`config.mk`:
```
export PLATFORM = sky130hd
export DESIGN_NAME = stream_divider
export DESIGN_NICKNAME = d
export VERILOG_FILES = /design/src/rtl/stream_divider.sv
export SDC_FILE = /design/constraint.sdc
export NUM_CORES = 2
export LEC_CHECK = 0
export ABC_AREA = 1
export BUFFER_PORTS_ARGS = -buffer_cell sky130_fd_sc_hd__buf_2
export CORE_MARGIN = 8
export CORE_UTILIZATION = 40
export CTS_CLUSTER_SIZE = 8
export DETAILED_ROUTE_END_ITERATION = 8
export RECOVER_POWER = 100
export SYNTH_ARGS = -nofsm -noshare
export SYNTH_HDL_FRONTEND = slang
export SYNTH_SLANG_ARGS = --single-unit
```
`constraint.sdc`:
```
create_clock -name clk -period 5.7 [get_ports clk]
set_input_delay 1.14 -clock clk [delete_from_list [all_inputs] [get_ports clk]]
set_output_delay 1.14 -clock clk [all_outputs]
set_load 0.01 [all_outputs]
```
`src/rtl/stream_divider.sv`:
```
// Pipelined signed Q1.(DATA_WIDTH-1) stream divider built from restoring-division stages.
// Define STREAM_DIVIDER_ROUND_EN for round-half-away-from-zero (one extra stage of latency).
module stream_divider #(
  parameter int DATA_WIDTH = 16
) (
  input  logic                  clk,
  input  logic                  resetn,
  input  logic [DATA_WIDTH-1:0] data_0_i_tdata,
  input  logic                  data_0_i_tvalid,
  input  logic [DATA_WIDTH-1:0] data_1_i_tdata,
  input  logic                  data_1_i_tvalid,
  output logic [DATA_WIDTH-1:0] data_o_tdata,
  output logic                  data_o_tvalid,
  output logic                  div_zero_o
);

  localparam int W = DATA_WIDTH;
`ifdef STREAM_DIVIDER_ROUND_EN
  localparam int NS = W;
`else
  localparam int NS = W - 1;
`endif
  localparam logic [W-1:0] MAXV = {1'b0, {(W-1){1'b1}}};
  localparam logic [W-1:0] MINV = {1'b1, {(W-1){1'b0}}};

  logic [W-1:0] nabs_c, dabs_c;
  logic         sgn_c, zero_c, ovf_c, eno_c;

  logic [NS:0]  v_s, sgn_s, zero_s, nsgn_s, ovf_s, eno_s;
  logic [W-1:0] rem_s  [0:NS-1];
  logic [W-1:0] dmag_s [0:NS-1];
  logic [W-1:0] q_s    [0:NS];
  logic [W:0]   shl_c  [1:NS];
  logic [W:0]   diff_c [1:NS];
  logic [W-1:0] mag_c, res_c;

  // Unsigned magnitude of -2^(W-1) wraps to 2^(W-1), which fits W unsigned bits.
  always_comb begin
    nabs_c = data_0_i_tdata[W-1] ? (-data_0_i_tdata) : data_0_i_tdata;
    dabs_c = data_1_i_tdata[W-1] ? (-data_1_i_tdata) : data_1_i_tdata;
    sgn_c  = data_0_i_tdata[W-1] ^ data_1_i_tdata[W-1];
    zero_c = (data_1_i_tdata == '0);
    ovf_c  = (nabs_c >= dabs_c);
    eno_c  = (nabs_c == dabs_c) && sgn_c && !zero_c;
  end

  always_comb begin
    for (int i = 1; i <= NS; i++) begin
      shl_c[i]  = {rem_s[i-1], 1'b0};
      diff_c[i] = shl_c[i] - {1'b0, dmag_s[i-1]};
    end
  end

  // Sign, divide-by-zero and range overrides take priority over the magnitude.
  always_comb begin
    mag_c = '0;
    res_c = '0;
`ifdef STREAM_DIVIDER_ROUND_EN
    mag_c = {1'b0, q_s[NS][W-1:1]} + {{(W-1){1'b0}}, q_s[NS][0]};
`else
    mag_c = q_s[NS];
`endif
    if (zero_s[NS])
      res_c = nsgn_s[NS] ? MINV : MAXV;
    else if (eno_s[NS])
      res_c = MINV;
    else if (ovf_s[NS] || (mag_c == MINV))
      res_c = sgn_s[NS] ? MINV : MAXV;
    else
      res_c = sgn_s[NS] ? (-mag_c) : mag_c;
  end

  always_ff @(posedge clk) begin
    if (!resetn) begin
      v_s    <= '0;
      sgn_s  <= '0;
      zero_s <= '0;
      nsgn_s <= '0;
      ovf_s  <= '0;
      eno_s  <= '0;
      for (int i = 0; i < NS; i++) begin
        rem_s[i]  <= '0;
        dmag_s[i] <= '0;
      end
      for (int i = 0; i <= NS; i++) q_s[i] <= '0;
      data_o_tdata  <= '0;
      data_o_tvalid <= 1'b0;
      div_zero_o    <= 1'b0;
    end else begin
      v_s    <= {v_s[NS-1:0], data_0_i_tvalid & data_1_i_tvalid};
      sgn_s  <= {sgn_s[NS-1:0], sgn_c};
      zero_s <= {zero_s[NS-1:0], zero_c};
      nsgn_s <= {nsgn_s[NS-1:0], data_0_i_tdata[W-1]};
      ovf_s  <= {ovf_s[NS-1:0], ovf_c};
      eno_s  <= {eno_s[NS-1:0], eno_c};
      rem_s[0]  <= nabs_c;
      dmag_s[0] <= dabs_c;
      q_s[0]    <= '0;
      for (int i = 1; i <= NS; i++)
        q_s[i] <= {q_s[i-1][W-2:0], ~diff_c[i][W]};
      for (int i = 1; i < NS; i++) begin
        rem_s[i]  <= diff_c[i][W] ? shl_c[i][W-1:0] : diff_c[i][W-1:0];
        dmag_s[i] <= dmag_s[i-1];
      end
      data_o_tdata  <= res_c;
      data_o_tvalid <= v_s[NS];
      div_zero_o    <= v_s[NS] & zero_s[NS];
    end
  end

endmodule

```
# After elaboration in Yosys (flattened, before gate mapping)
# Memories as Yosys holds them, arrays and structs flattened.
# Cells that the tools add are included.
[totals]
mem_bits_rw = 736
mem_count = 3
reg_bits = 114
[op_classes]
magnitude_cmp = 1
eq_ne = 2
reduce_logical = 5
mux = 70
add_sub_neg = 18
bitwise_logic = 64
[mem_list]
columns = ["name", "depth", "word_bits", "read_ports", "rd_clocked_by_memory_dff", "wr", "line", "rtl"]
rows = [
  ["q_s", 16, 16, 16, 0, 16, "32", "logic [W-1:0] q_s [0:NS];"],
  ["dmag_s", 15, 16, 15, 0, 15, "31", "logic [W-1:0] dmag_s [0:NS-1];"],
  ["rem_s", 15, 16, 15, 0, 15, "30", "logic [W-1:0] rem_s [0:NS-1];"],
]
[ops]
columns = ["op", "n"]
rows = [
  ["2-to-1 mux 16 bit", 68],
  ["subtractor 17 x 16 -> 17 bit", 15],
  ["negator 16 bit", 3],
  ["bitwise OR 1 bit", 46],
  ["equality test 16 bit", 1],
  ["equality test 16 bit, second input constant", 1],
  ["greater-or-equal comparator 16 bit", 1],
  ["logical NOT 16 bit", 1],
  ["inverter 1 bit", 15],
  ["AND 1 bit", 2],
  ["logical AND 1 bit", 2],
  ["2-to-1 mux 1 bit", 2],
  ["logical NOT 1 bit", 1],
  ["logical OR 1 bit", 1],
  ["bitwise XOR 1 bit", 1],
]

# Depth between registers and ports, before layout
# An unclocked memory read counts as a cell.
[logic_depth]
depth_word = 6
depth_mapped = 20
depth_no_buf = 20

# Least setup slack after synthesis
# OpenSTA, ideal clock, no wires.
[synth_timing]
path_kind = "input to register"
start = "input port data_1_i_tdata[1]"
end = "register ovf_s[0]"
arrival_ns = 3.002
path_stages = 20
path_slack_ns = 2.570
setup_ns = 0.128
cell_sequence = "inv_1 ha_1 inv_1 nor3_1 nand3_1 nor2_1 nand3_1 nand2_1 nand2_1 nand2_1 inv_1 ha_1 nand2_1 inv_1 nand4_1 nor2_1 nor3_1 nand2_1 nor2_1 nor2_1"
[synth_between]
elab_chain_len = 3
[synth_lines]
columns = ["element", "line", "rtl"]
rows = [
  ["from (decl)", "10", "input logic [DATA_WIDTH-1:0] data_1_i_tdata,"],
  ["negator 16 bit", "40", "dabs_c = data_1_i_tdata[W-1] ? (-data_1_i_tdata) : data_1_i_tdata;"],
  ["2-to-1 mux 16 bit (*)", "40", ""],
  ["greater-or-equal comparator 16 bit (*)", "43", "ovf_c = (nabs_c >= dabs_c);"],
  ["to (signal assigned)", "94", "ovf_s <= {ovf_s[NS-1:0], ovf_c};"],
  ["to (decl)", "29", "logic [NS:0] v_s, sgn_s, zero_s, nsgn_s, ovf_s, eno_s;"],
]
# Mark *: on every way between the ends. The rest lies on a longest branch, timed or not.
# A chain may end at the register's enable or synchronous reset.

==> qor.txt <==
Top-Level Pins -> 54
Fill cells -> 10.5k
Longest Clk Path Bufs -> 3
Setup Fix Bufs, Post-CTS -> 0
Crit path largest cell delay -> 2.01 ns
# nets final -> 6545
maximum number of pins on one net before global-route repair -> 229
Seq/Total Area, Yosys -> 36.3%
vias in the first global route -> 32.3k
cell leakage power -> 25.5 nW
share of post-route cells with drive strength above 1 -> 2.81%
worst ir drop on vdd -> 0.272 mV
number of DRC violations after detailed routing -> 0
worst-case setup slack after placement -> 1.91 ns
placer congestion estimate -> 0.891
Core Box Area -> 0.0980 mm²
hold slack final -> 0.399 ns
overall die area -> 0.109 mm²
worst-skew pair later-pin latency -> 0.65 ns
first-pass GRT wire length -> 157 mm
actual transition at the worst max-transition pin -> 2.79 ns
Clock Sinks -> 714
floorplan die width -> 330 µm
via-per-instance ratio -> 4.50
H-Tree Depth -> 3
Final Max Tran Viols -> 368
number of antenna violations at the first check in global routing -> 3
data arrival time at the worst-slack endpoint -> 4.47 ns
final total power -> 23.2 mW
CP most frequent cell -> sky130_fd_sc_hd__nand2_1
reg-to-reg setup timing slack -> 3.08 ns
post-route setup slack -> 1.82 ns
Max Fclk -> 258 MHz
Synth Warn # -> 0
violations in the final reports -> capacitance limit, slew limit
Critical Path Source Type -> input port
highest routed layer -> met5
initial detailed-routing violation count -> 2014
maximum fanout along the worst path -> 138
Worst Path Required -> 6.29 ns
summed instance area of the synthesized netlist -> 0.0393 mm²
crit-path cells -> buf_8 > clkbuf_2 > nand3_1 > nand2_1 > nand2_1 > inv_1
CTS tree -> built
total wire length after detailed routing -> 94.1 mm
cell with the biggest individual delay on the critical path -> sky130_fd_sc_hd__clkbuf_2
via count -> 34.0k
WL met3 -> 3.94 mm
routed wirelength normalized by instance count -> 12.5 µm
max-cap check violation count -> 2
number of standard-cell rows in the floorplan -> 115
HPWL after detailed placement -> 72.8 mm
post-route cell area -> 0.0432 mm²
setup total negative slack -> 0 ns
class of the worst hold path -> reg2reg
Post-Synthesis Cells -> 6207
Area Growth Syn to Fin -> 9.88%
run status -> finished, violations left
overall track demand over capacity in global routing -> 17.3%
total iterations of the first detailed-routing run -> 7
post-layout util -> 44.1%
minimum clock period after layout -> 3.88 ns
Yosys reg bits -> 714
Final Cycle Share -> 68.0%
category of the critical setup timing path -> in2reg
Power Dens Cells -> 536 mW/mm²
Clock Pin Slew Worst Setup and Hold Paths -> 0.06 ns
Final setup viols -> 0
post-detailed-route count of antenna-violating nets -> 0
total of buffers placed on input and output ports -> 53
post-synthesis net count -> 6501
number of cells in the finished layout apart from fillers -> 7548
total congestion overflow after global routing -> 0
Post-CTS Hold Buffers -> 0
normalized max-slew margin -> -86.2%
unrepaired setup endpoints after global routing -> no
Avg Inst Size Synth -> 6.34 µm²
routed length on met2 -> 43.0 mm
hold violation count in the final report -> 0
initial standard-cell utilization of the core -> 40.1%
quantity of gates resized following cts -> 0
Die Span Y -> 330 µm
DP Area -> 0.0407 mm²
clock tree root buffer cell -> sky130_fd_sc_hd__clkbuf_16
kind of end point of the critical path -> register
library cells used by synthesis -> 34
cts bufs inserted -> 99
setup skew after layout -> 0.0174 ns
met1 wire length -> 44.9 mm
placed insts -> 7437
final timing paths:
path                                     from           end  depth (start not counted)
worst max-delay path                   resetn  rem_s[1][31]                          6
worst min-delay path               q_s[1][89]   q_s[1][106]                          2
worst max register to register  dmag_s[0][10]  rem_s[0][26]                         12
worst min register to register     q_s[1][89]   q_s[1][106]                          2
cells by family (layout without fill, tap and decap cells):
| family | count (synthesis) | in the layout | synth area share (%) |
|---|---|---|---|
| fa+ha+maj | 258 | 258 | 8.47 |
| xor+xnor | 118 | 118 | 2.63 |
| compound gates | 217 | 217 | 2.87 |
| other cells | 0 | 1 | 0 |
| simple gates | 3352 | 3352 | 34.4 |
| buf+inv | 1548 | 1601 | 15.3 |
| flops | 714 | 714 | 36.3 |
cell usage after synthesis:
library cell	count	area, µm²
sky130_fd_sc_hd__o21a_1	1	7.51
sky130_fd_sc_hd__nor2_2	11	68.8
sky130_fd_sc_hd__o31ai_1	1	7.51
sky130_fd_sc_hd__o21ai_0	43	215
sky130_fd_sc_hd__nor3_1	30	150
sky130_fd_sc_hd__o211ai_1	2	15.0
sky130_fd_sc_hd__and3_1	12	75.1
sky130_fd_sc_hd__ha_1	244	3050
sky130_fd_sc_hd__a21oi_1	156	781
sky130_fd_sc_hd__xnor2_1	14	123
sky130_fd_sc_hd__or2_2	3	18.8
sky130_fd_sc_hd__a31oi_1	1	6.26
sky130_fd_sc_hd__and2_1	25	156
sky130_fd_sc_hd__buf_6	21	236
sky130_fd_sc_hd__buf_2	4	20.0
sky130_fd_sc_hd__nor2_1	641	2410
sky130_fd_sc_hd__nand4_1	63	394
sky130_fd_sc_hd__xor2_1	104	911
sky130_fd_sc_hd__fa_1	14	280
sky130_fd_sc_hd__o21ai_1	1	5.00
sky130_fd_sc_hd__inv_1	1434	5380
sky130_fd_sc_hd__nand2_1	2216	8320
sky130_fd_sc_hd__dfxtp_1	714	14300
sky130_fd_sc_hd__o21bai_1	11	82.6
sky130_fd_sc_hd__nor4_1	2	12.5
sky130_fd_sc_hd__nand2_2	32	200
sky130_fd_sc_hd__nand2_4	5	56.3
sky130_fd_sc_hd__o2111ai_1	1	8.76
sky130_fd_sc_hd__buf_1	7	26.3
sky130_fd_sc_hd__or2_1	5	31.3
sky130_fd_sc_hd__nand3b_1	47	353
sky130_fd_sc_hd__buf_4	7	52.6
sky130_fd_sc_hd__clkbuf_1	75	282
sky130_fd_sc_hd__nand3_1	260	1300
flip-flops by register name (all words and copies together), names as in the netlist:
register,count
data_o_tvalid,1
eno_s,16
div_zero_o,1
ovf_s,16
zero_s,16
dmag_s,240
sgn_s,16
rem_s,240
q_s,120
v_s,16
nsgn_s,16
data_o_tdata,16
worst max-delay path: cells and delay by family:
| family | cells | cell delay, ns |
|---|---|---|
| AND/OR/NAND/NOR | 3 | 0.60 |
| buffers and inverters | 3 | 2.53 |
layout by cell type (no fill, tap or decap), drive strengths merged, types with 30 or more instances in the layout:
master,instances
a21oi,156
buf,35
clkbuf,125
dfxtp,714
ha,244
inv,1437
nand2,2253
nand3,260
nand3b,47
nand4,63
nor2,652
nor3,30
o21ai,44
xor2,104
area by class of cell:
class,instances,area (µm²),area share (%)
antenna,1,2.50,0.00579
clock buffer,103,2510,5.81
clock inverter,7,155,0.359
inverter,1434,5380,12.5
multi-input combinational,3945,19000,43.9
sequential,714,14300,33.1
tap,1287,1610,3.73
timing repair buffer,57,288,0.666
per-layer routing:
metal  up-vias  track usage, %
met3       155            2.40
met2       593            29.4
met5         -               0
met4         2            4.72
met1     14966            23.0
li1      18272               -
power by group:
| group | internal (mW) | switching (mW) | total, mW |
|---|---|---|---|
| Clock | 3.09 | 2.11 | 5.20 |
| Sequential | 5.73 | 0.425 | 6.15 |
| Combinational | 3.99 | 7.84 | 11.8 |
Note: power is estimated with default switching activity, not from simulation.
